### src/rtl/div_unit_if.sv
// div_unit_if: start/cancel request and result bundle between
// the execute stage and the iterative divider.
interface div_unit_if #(
  parameter int WIDTH = 32
);
  logic             W_start;
  logic             W_signed;
  logic [WIDTH-1:0] W_a;
  logic [WIDTH-1:0] W_b;
  logic             W_cancel;
  logic             R_busy;
  logic             R_done;
  logic [WIDTH-1:0] R_quot;
  logic [WIDTH-1:0] R_rem;
  logic             R_div_zero;

  modport master (
    output W_start, W_signed, W_a, W_b, W_cancel,
    input  R_busy, R_done, R_quot, R_rem, R_div_zero
  );

  modport slave (
    input  W_start, W_signed, W_a, W_b, W_cancel,
    output R_busy, R_done, R_quot, R_rem, R_div_zero
  );
endinterface

### src/rtl/div_unit.sv
// div_unit: restoring shift-subtract divider for DIV/DIVU,
// one quotient bit per cycle, quotient to LO, remainder to HI.
module div_unit #(
  parameter int WIDTH = 32
) (
  input  logic       W_clk,
  input  logic       W_rst_n,
  div_unit_if.slave  bus
);

  localparam logic [1:0] S_IDLE = 2'd0;
  localparam logic [1:0] S_DIV  = 2'd1;
  localparam logic [1:0] S_FIX  = 2'd2;
  localparam logic [4:0] LAST   = 5'(WIDTH - 1);

  logic [1:0]       r_state;
  logic [4:0]       r_cnt;
  logic [WIDTH-1:0] r_prem;
  logic [WIDTH-1:0] r_dvd;
  logic [WIDTH-1:0] r_dsr;
  logic             r_neg_q;
  logic             r_neg_r;
  logic             r_dz;
  logic             r_done;
  logic [WIDTH-1:0] r_quot;
  logic [WIDTH-1:0] r_rem;
  logic             r_div_zero;

  logic [WIDTH-1:0] w_abs_a;
  logic [WIDTH-1:0] w_abs_b;
  logic [WIDTH:0]   w_shift;
  logic [WIDTH:0]   w_diff;
  logic             w_ge;
  logic [WIDTH-1:0] w_quot_fix;
  logic [WIDTH-1:0] w_rem_fix;

  assign w_abs_a = (bus.W_signed && bus.W_a[WIDTH-1])
                 ? -bus.W_a : bus.W_a;
  assign w_abs_b = (bus.W_signed && bus.W_b[WIDTH-1])
                 ? -bus.W_b : bus.W_b;

  // Bit WIDTH of the difference is the borrow of the trial subtract.
  assign w_shift = {r_prem, r_dvd[WIDTH-1]};
  assign w_diff  = w_shift - {1'b0, r_dsr};
  assign w_ge    = ~w_diff[WIDTH];

  // Divide by zero leaves the all-ones quotient unsigned.
  assign w_quot_fix = (r_neg_q && !r_dz) ? -r_dvd : r_dvd;
  assign w_rem_fix  = r_neg_r ? -r_prem : r_prem;

  always_ff @(posedge W_clk or negedge W_rst_n) begin
    if (!W_rst_n) begin
      r_state    <= S_IDLE;
      r_cnt      <= '0;
      r_prem     <= '0;
      r_dvd      <= '0;
      r_dsr      <= '0;
      r_neg_q    <= 1'b0;
      r_neg_r    <= 1'b0;
      r_dz       <= 1'b0;
      r_done     <= 1'b0;
      r_quot     <= '0;
      r_rem      <= '0;
      r_div_zero <= 1'b0;
    end else begin
      r_done <= 1'b0;
      if (bus.W_cancel) begin
        r_state <= S_IDLE;
      end else begin
        unique case (1'b1)
          (r_state == S_IDLE): begin
            if (bus.W_start) begin
              r_state <= S_DIV;
              r_cnt   <= '0;
              r_prem  <= '0;
              r_dvd   <= w_abs_a;
              r_dsr   <= w_abs_b;
              r_neg_q <= bus.W_signed
                       & (bus.W_a[WIDTH-1] ^ bus.W_b[WIDTH-1]);
              r_neg_r <= bus.W_signed & bus.W_a[WIDTH-1];
              r_dz    <= (bus.W_b == '0);
            end
          end
          (r_state == S_DIV): begin
            r_prem <= w_ge ? w_diff[WIDTH-1:0]
                           : w_shift[WIDTH-1:0];
            r_dvd  <= {r_dvd[WIDTH-2:0], w_ge};
            if (r_cnt == LAST) begin
              r_state <= S_FIX;
            end else begin
              r_cnt <= r_cnt + 5'd1;
            end
          end
          (r_state == S_FIX): begin
            r_quot     <= w_quot_fix;
            r_rem      <= w_rem_fix;
            r_div_zero <= r_dz;
            r_done     <= 1'b1;
            r_state    <= S_IDLE;
          end
          default: begin
            r_state <= S_IDLE;
          end
        endcase
      end
    end
  end

  assign bus.R_busy     = (r_state != S_IDLE);
  assign bus.R_done     = r_done;
  assign bus.R_quot     = r_quot;
  assign bus.R_rem      = r_rem;
  assign bus.R_div_zero = r_div_zero;

endmodule

### src/flat_wrapper.sv
// flat-port wrapper written by rule: the top's interface ports become plain ports
module div_unit_flat 
#(
  parameter int WIDTH = 32
)
  (W_clk, W_rst_n, bus_W_start, bus_W_signed, bus_W_a, bus_W_b, bus_W_cancel, bus_R_busy, bus_R_done, bus_R_quot, bus_R_rem, bus_R_div_zero);
  div_unit_if #(.WIDTH(WIDTH)) bus_i ();
  input  logic W_clk;
  input  logic W_rst_n;
  input wire logic [$bits(bus_i.W_start)-1:0] bus_W_start;
  input wire logic [$bits(bus_i.W_signed)-1:0] bus_W_signed;
  input wire logic [$bits(bus_i.W_a)-1:0] bus_W_a;
  input wire logic [$bits(bus_i.W_b)-1:0] bus_W_b;
  input wire logic [$bits(bus_i.W_cancel)-1:0] bus_W_cancel;
  output wire logic [$bits(bus_i.R_busy)-1:0] bus_R_busy;
  output wire logic [$bits(bus_i.R_done)-1:0] bus_R_done;
  output wire logic [$bits(bus_i.R_quot)-1:0] bus_R_quot;
  output wire logic [$bits(bus_i.R_rem)-1:0] bus_R_rem;
  output wire logic [$bits(bus_i.R_div_zero)-1:0] bus_R_div_zero;
  assign bus_i.W_start = bus_W_start;
  assign bus_i.W_signed = bus_W_signed;
  assign bus_i.W_a = bus_W_a;
  assign bus_i.W_b = bus_W_b;
  assign bus_i.W_cancel = bus_W_cancel;
  assign bus_R_busy = bus_i.R_busy;
  assign bus_R_done = bus_i.R_done;
  assign bus_R_quot = bus_i.R_quot;
  assign bus_R_rem = bus_i.R_rem;
  assign bus_R_div_zero = bus_i.R_div_zero;
  div_unit #(.WIDTH(WIDTH)) u_core (.W_clk(W_clk), .W_rst_n(W_rst_n), .bus(bus_i));
endmodule
### config.mk
export PLATFORM = sky130hd
export DESIGN_NAME = div_unit_flat
export DESIGN_NICKNAME = d
export VERILOG_FILES = /design/src/rtl/div_unit_if.sv /design/src/rtl/div_unit.sv /design/src/flat_wrapper.sv
export SDC_FILE = /design/constraint.sdc
export NUM_CORES = 1
export LEC_CHECK = 0
export CAP_MARGIN = 10
export CORE_MARGIN = 2
export CORE_UTILIZATION = 41
export CTS_BUF_LIST = sky130_fd_sc_hd__clkbuf_16
export DETAILED_ROUTE_END_ITERATION = 16
export GPL_ROUTABILITY_DRIVEN = 0
export SYNTH_ARGS = -nofsm -noshare
export SYNTH_HDL_FRONTEND = slang
export SYNTH_SLANG_ARGS = --single-unit
### constraint.sdc
create_clock -name W_clk -period 3.3 [get_ports W_clk]
set_input_delay 0.33 -clock W_clk [delete_from_list [all_inputs] [get_ports W_clk]]
set_output_delay 0.33 -clock W_clk [all_outputs]
set_load 0.02 [all_outputs]
**Word level (Yosys, flattened, before mapping)**

Index checks and enable logic that the tools add are counted.

- Register bits: 172
- Input bits: 69
- Output and inout bits: 67
- Logic and storage cells: 61

- Add/subtract/negate cells: 6
- Equality and inequality tests: 7
- Muxes and demuxes: 18
- Bitwise gates (word level): 5
- Reduce and logical (&&, ||, !) cells: 13

Operators with widths:

| cell | count |
|---|---|
| 32-bit 2-to-1 mux | 7 |
| 32-bit negator | 4 |
| 32-bit case mux with 2 select lines | 2 |
| 33-bit by 32-bit subtractor with 33-bit output | 1 |
| 32-bit zero test | 1 |
| 5-bit 2-to-1 mux | 2 |
| 5-bit case mux with 2 select lines | 1 |
| 2-bit 2-to-1 mux | 3 |
| 3-bit != test (second input constant) | 2 |
| 3-bit AND reduction | 2 |
| 5-bit by 1-bit adder with 5-bit output (second input constant) | 1 |
| 5-bit == test (second input constant) | 1 |
| 2-bit != test (second input constant) | 2 |
| 2-bit case mux with 2 select lines | 1 |
| 2-bit AND reduction | 2 |
| 4-bit AND reduction | 1 |
| 2-bit nonzero test | 2 |
| 1-bit logical AND | 3 |
| 1-bit AND | 2 |
| 2-bit by 1-bit == test with 1-bit output (second input constant) | 1 |
| 2-bit == test (second input constant) | 1 |
| 2-bit zero test | 1 |
| 1-bit 2-to-1 mux | 2 |
| 1-bit NOT | 2 |
| other kinds (2) | 2 |

**Longest topological paths before layout**

Gate-level depths: netlist (run 1).

- Word-level depth: 4
- Mapped depth: 13
- Mapped depth without buffers: 11

**Worst setup path before layout (run 1)**

OpenSTA, ideal clock, no wires.

- Kind: register to register
- From: register u_core.r_dvd[31]
- To: register u_core.r_prem[20]
- Library setup time: 0.133 ns
- Arrival time: 2.825 ns
- Data required time: 3.167 ns
- Slack: 0.342 ns
- Stages on the path, launching flop included: 14
- Path buffers: 2
- Clock period less this slack: 2.958 ns
- Path through: dfrtp_1 > inv_1 > ha_1 > fa_1 > nand2b_1 > a21oi_1 > o21ai_0 > a31o_2 > o31a_1 > a221oi_1 > buf_4 > buf_4 > mux2i_1 > o21ai_0

- Word-level cells in the longest chain between the ends: 3

Ends and longest elaborated chain:

| what | RTL line | RTL |
|---|---|---|
| from (decl) | div_unit.sv:19 | `logic [WIDTH-1:0] r_dvd;` |
| from (signal assigned) | div_unit.sv:76 | `r_dvd <= w_abs_a;` |
| from (signal assigned) | div_unit.sv:87 | `r_dvd <= {r_dvd[WIDTH-2:0], w_ge};` |
| 33-bit by 32-bit subtractor with 33-bit output | div_unit.sv:44 | `assign w_diff = w_shift - {1'b0, r_dsr};` |
| 32-bit 2-to-1 mux | div_unit.sv:85 | `r_prem <= w_ge ? w_diff[WIDTH-1:0]` |
| 32-bit case mux with 2 select lines | div_unit.sv:70 | `unique case (1'b1)` |
| to (signal assigned) | div_unit.sv:85 |  |
| to (decl) | div_unit.sv:18 | `logic [WIDTH-1:0] r_prem;` |

No other way between the ends.
A chain may end at the register's enable or synchronous reset.

**Final worst setup path (run 1)**

- From: register u_core.r_prem[10]
- To: register u_core.r_prem[8]

- Word-level cells in the longest chain between the ends: 3

Ends and longest elaborated chain:

| what | RTL line |
|---|---|
| 33-bit by 32-bit subtractor with 33-bit output | div_unit.sv:44 |
| 32-bit 2-to-1 mux | div_unit.sv:85 |
| 32-bit case mux with 2 select lines | div_unit.sv:70 |

No other way between the ends.

==> results of run 1 <==
sequential cells by signal, summed over array words and instances, names as in the netlist:
register and count:
u_core.r_cnt 5, u_core.bus.R_rem 32, u_core.bus.R_quot 32, u_core.bus.R_done 1, u_core.r_dsr 32, u_core.r_prem 32, u_core.r_dvd 32, u_core.r_state 2
u_core.r_dz 1, u_core.r_neg_r 1, u_core.r_neg_q 1, u_core.bus.R_div_zero 1
worst register-to-register path: stages (launching register included):
cell and delay, ns:
dfrtp_1 0.43, ha_1 0.30, buf_4 0.15, a21oi_1 0.26, o21ai_0 0.15, a21oi_1 0.30
a31o_2 0.24, o21ai_0 0.09, buf_4 0.17, a221oi_4 0.34, buf_12 0.17, buf_12 0.14
mux2i_1 0.19, o21ai_0 0.09
timing repair:
action	4_1_cts	5_1_grt
setup buffers	0	7
gates resized for setup	0	10
hold buffers	1	0
endpoints found under the hold margin	64	0
setup endpoints to repair	0	23
cell families (layout without fill, tap and decap cells):
logic type      after synthesis  in the layout  synth area share
simple gates                440            440             0.180
compound gates              393            393             0.203
flops                       172            172             0.385
xor+xnor                    147            147             0.115
buf+inv                     123            289            0.0460
fa+ha+maj                    39             39            0.0443
mux                          29             29            0.0265
area by class of cell:
| cell class | instances | area (um2) | share of cell area |
|---|---|---|---|
| Multi-Input combinational cell | 1048 | 6450 | 0.463 |
| Sequential cell | 172 | 4300 | 0.309 |
| Timing Repair Buffer | 200 | 1950 | 0.140 |
| Tap cell | 341 | 427 | 0.0306 |
| Clock buffer | 17 | 425 | 0.0305 |
| Inverter | 57 | 214 | 0.0154 |
| Clock inverter | 15 | 166 | 0.0119 |
stage by stage:
step | hold WS [ns] | setup slack, ns
2_1_floorplan | 0.0344 | 0.342
3_3_place_gp | 0.126 | 0.0851
3_5_place_dp | 0.129 | 0.0289
4_1_cts | 0.221 | 0.0180
5_1_grt | 0.236 | 0.00399
6_report | 0.239 | 0.120
Yosys cell counts, types with 3 or more instances:
library cell | n | area share
o21ai_0 | 96 | 0.043
nand2_1 | 124 | 0.042
and2_1 | 5 | 0.0028
nand4_1 | 8 | 0.0045
nor3b_1 | 5 | 0.0034
inv_1 | 57 | 0.019
nor2b_1 | 3 | 0.0017
o311ai_0 | 7 | 0.0055
o211ai_1 | 8 | 0.0054
or2_2 | 3 | 0.0017
mux2_2 | 5 | 0.0050
xnor2_1 | 70 | 0.055
and3_1 | 7 | 0.0039
a32oi_1 | 4 | 0.0031
nand2b_1 | 16 | 0.0089
xor2_1 | 77 | 0.060
nand3_1 | 21 | 0.0094
nor3_1 | 22 | 0.0098
o31ai_1 | 23 | 0.015
dfrtp_1 | 172 | 0.38
a31oi_1 | 11 | 0.0062
a211oi_1 | 3 | 0.0020
clkbuf_1 | 53 | 0.018
or4_4 | 4 | 0.0040
or3_1 | 7 | 0.0039
or4_1 | 8 | 0.0054
a21oi_1 | 192 | 0.086
o21bai_1 | 5 | 0.0034
nor4_1 | 14 | 0.0078
nor2_1 | 182 | 0.061
ha_1 | 38 | 0.043
a21o_1 | 11 | 0.0074
mux2i_1 | 24 | 0.021
buf_1 | 4 | 0.0013
o41ai_1 | 10 | 0.0078
report_power, final:
part           total (W)  internal, W  switching [W]
Clock            0.00203      0.00102        0.00101
Combinational    0.00137     0.000591       0.000776
Sequential       0.00245      0.00226       0.000190
Total            0.00585      0.00388        0.00197
routing by layer:
layer / vias up / global-route usage / part of all wire
met5: - / 0 / 0
met4: 0 / 0.0494 / 0.011
met3: 25 / 0.0301 / 0.052
met2: 257 / 0.308 / 0.42
met1: 4679 / 0.342 / 0.52
li1: 5021 / - / -
worst max-delay path by stage:
stage | start | to | slack [ns]
3_5_place_dp | u_core.r_dvd[31]$_DFFE_PN0P_ | u_core.r_prem[8]$_DFFE_PN0P_ | 0.03
5_1_grt | u_core.r_dvd[31]$_DFFE_PN0P_ | u_core.r_prem[7]$_DFFE_PN0P_ | 0.004
2_1_floorplan | u_core.r_dvd[31]$_DFFE_PN0P_ | u_core.r_prem[20]$_DFFE_PN0P_ | 0.34
6_report | u_core.r_prem[10]$_DFFE_PN0P_ | u_core.r_prem[8]$_DFFE_PN0P_ | 0.12
4_1_cts | u_core.r_dvd[31]$_DFFE_PN0P_ | u_core.r_prem[12]$_DFFE_PN0P_ | 0.02
3_3_place_gp | u_core.r_dvd[31]$_DFFE_PN0P_ | u_core.r_prem[13]$_DFFE_PN0P_ | 0.09
==> results.sh, run 1 <==
export IMPL_status="completed"
export IMPL_start_util=0.416
export IMPL_ir_drop_v=0.000339
export IMPL_worst_clock_skew_ns=0.0164
export IMPL_crit_top_cell="o21ai_0"
export IMPL_final_instance_count_excl_fill=1850
export IMPL_drt_vias_per_instance=5.40
export IMPL_endpoint_kind="flop"
export IMPL_first_pass_iters=5
export IMPL_antenna_found_initial=0
export IMPL_seq_area_frac_synth=0.385
export IMPL_synth_edf_count=0
export IMPL_syn_area_per_cell_um2=8.33
export IMPL_antenna_diode_count=0
export IMPL_cts_buffers=17
export IMPL_final_util=0.518
export IMPL_grt_pass1_wl_um=49500
export IMPL_die_area_um2=28600
export IMPL_synthToLayoutAreaGrowth_pct=24.6
export IMPL_drc_errors=0
export IMPL_rsz0062_at_grt="no"
export IMPL_nets=1604
export IMPL_placed_area_um2=13200
export IMPL_r2r_end="u_core.r_prem[8]$_DFFE_PN0P_"
export IMPL_rows=60
export IMPL_vias=9982
export IMPL_final_layout_size_suffix_gt1_frac=0.0855
export IMPL_start_kind="flop"
export IMPL_period_share=0.964
export IMPL_port_buffers=135
export IMPL_core_um2=26900
export IMPL_dr_first_iter_drc_count=878
export IMPL_routed_wl_um=30500
export IMPL_clk_pin_slew_worst_paths_ns=0.08
export IMPL_cp_arrival_ns=3.45
export IMPL_synthCells=1343
export IMPL_fin_setup_tns_ns=0
export IMPL_cp_num_cells=13
export IMPL_min_path_type="in -> async"
export IMPL_ff2ff_path_depth=13
export IMPL_wl_per_cell_um=16.5
export IMPL_r2r_start="u_core.r_prem[10]$_DFFE_PN0P_"
export IMPL_layout_cells_most_common="a21oi_1"
export IMPL_crit_buf_inv=4
export IMPL_cts_sinks=172
export IMPL_synthArstFlopShare=1.00
export IMPL_post_route_min_period_ns=3.18
export IMPL_fill_cells=2572
export IMPL_synth_cell_types=66
export IMPL_cpMaxStageDelayCell="dfrtp_1"
export IMPL_final_cell_mix="a21oi_1, nor2_1, dfrtp_1"
export IMPL_grt_max_degree=113
export IMPL_crit_chain="ha_1, buf_4, a21oi_1, o21ai_0, a21oi_1, a31o_2, o21ai_0, buf_4, a221oi_4, buf_12, buf_12, mux2i_1, o21ai_0"
export IMPL_slew_violations=0
export IMPL_synth_seq_cells=172
export IMPL_synthesis_area_um2=11200
export IMPL_finalPower_w=0.00585
export IMPL_ios=136
export IMPL_die_w_um=169
export IMPL_grt_pass1_vias=9288
export IMPL_root_buffer="clkbuf_16"
export IMPL_crit_required_ns=3.57
export IMPL_htreeDepth=4
export IMPL_p_leak_nw=6.12
export IMPL_cap_violations=0
export IMPL_path_class="reg -> reg"
export IMPL_hold_viol=0
export IMPL_cpPeakStageDelay_ns=0.43
export IMPL_slew_headroom=0.330
export IMPL_ant_nets=0
export IMPL_cp_max_fo=9
export IMPL_overflow=0
export IMPL_pwr_density_cell_nw_per_um2=420
export IMPL_placed_cells=1809
export IMPL_cts_tree="yes"
export IMPL_synth_top_flop_cell="dfrtp_1"
export IMPL_finalSetupViolCount=0
export IMPL_critical_path_top_delay_family="compound AO/OA/AOI/OAI gates"
export IMPL_clk_latency_ns=0.44
export IMPL_max_slew_worst_pin_slew_ns=1.00
export IMPL_dp_hpwl_um=22600
export IMPL_clk_path_buf_depth=2
export IMPL_synth_net_count=1451
export IMPL_final_cell_area_um2=13900
export IMPL_grt_usage=0.216
export IMPL_yosysWarnings=0
export IMPL_ff2ff_setup_slack_ns=0.12
export IMPL_die_y_um=169
export IMPL_fmax_ghz=0.314
Power figures use the tool's default switching activity.
==> run 2: changes to the inputs <==
CAP_MARGIN = default   (was 10)
HOLD_SLACK_MARGIN = 0.12   (was default)
==> results of run 2 <==
No change in the layout: final DEF, timing and power equal those of run 1.
==> run 3: changes to the inputs <==
CTS_CLUSTER_DIAMETER = 120   (was default)
==> results of run 3 <==
No change in the layout: final DEF, timing and power equal those of run 1.
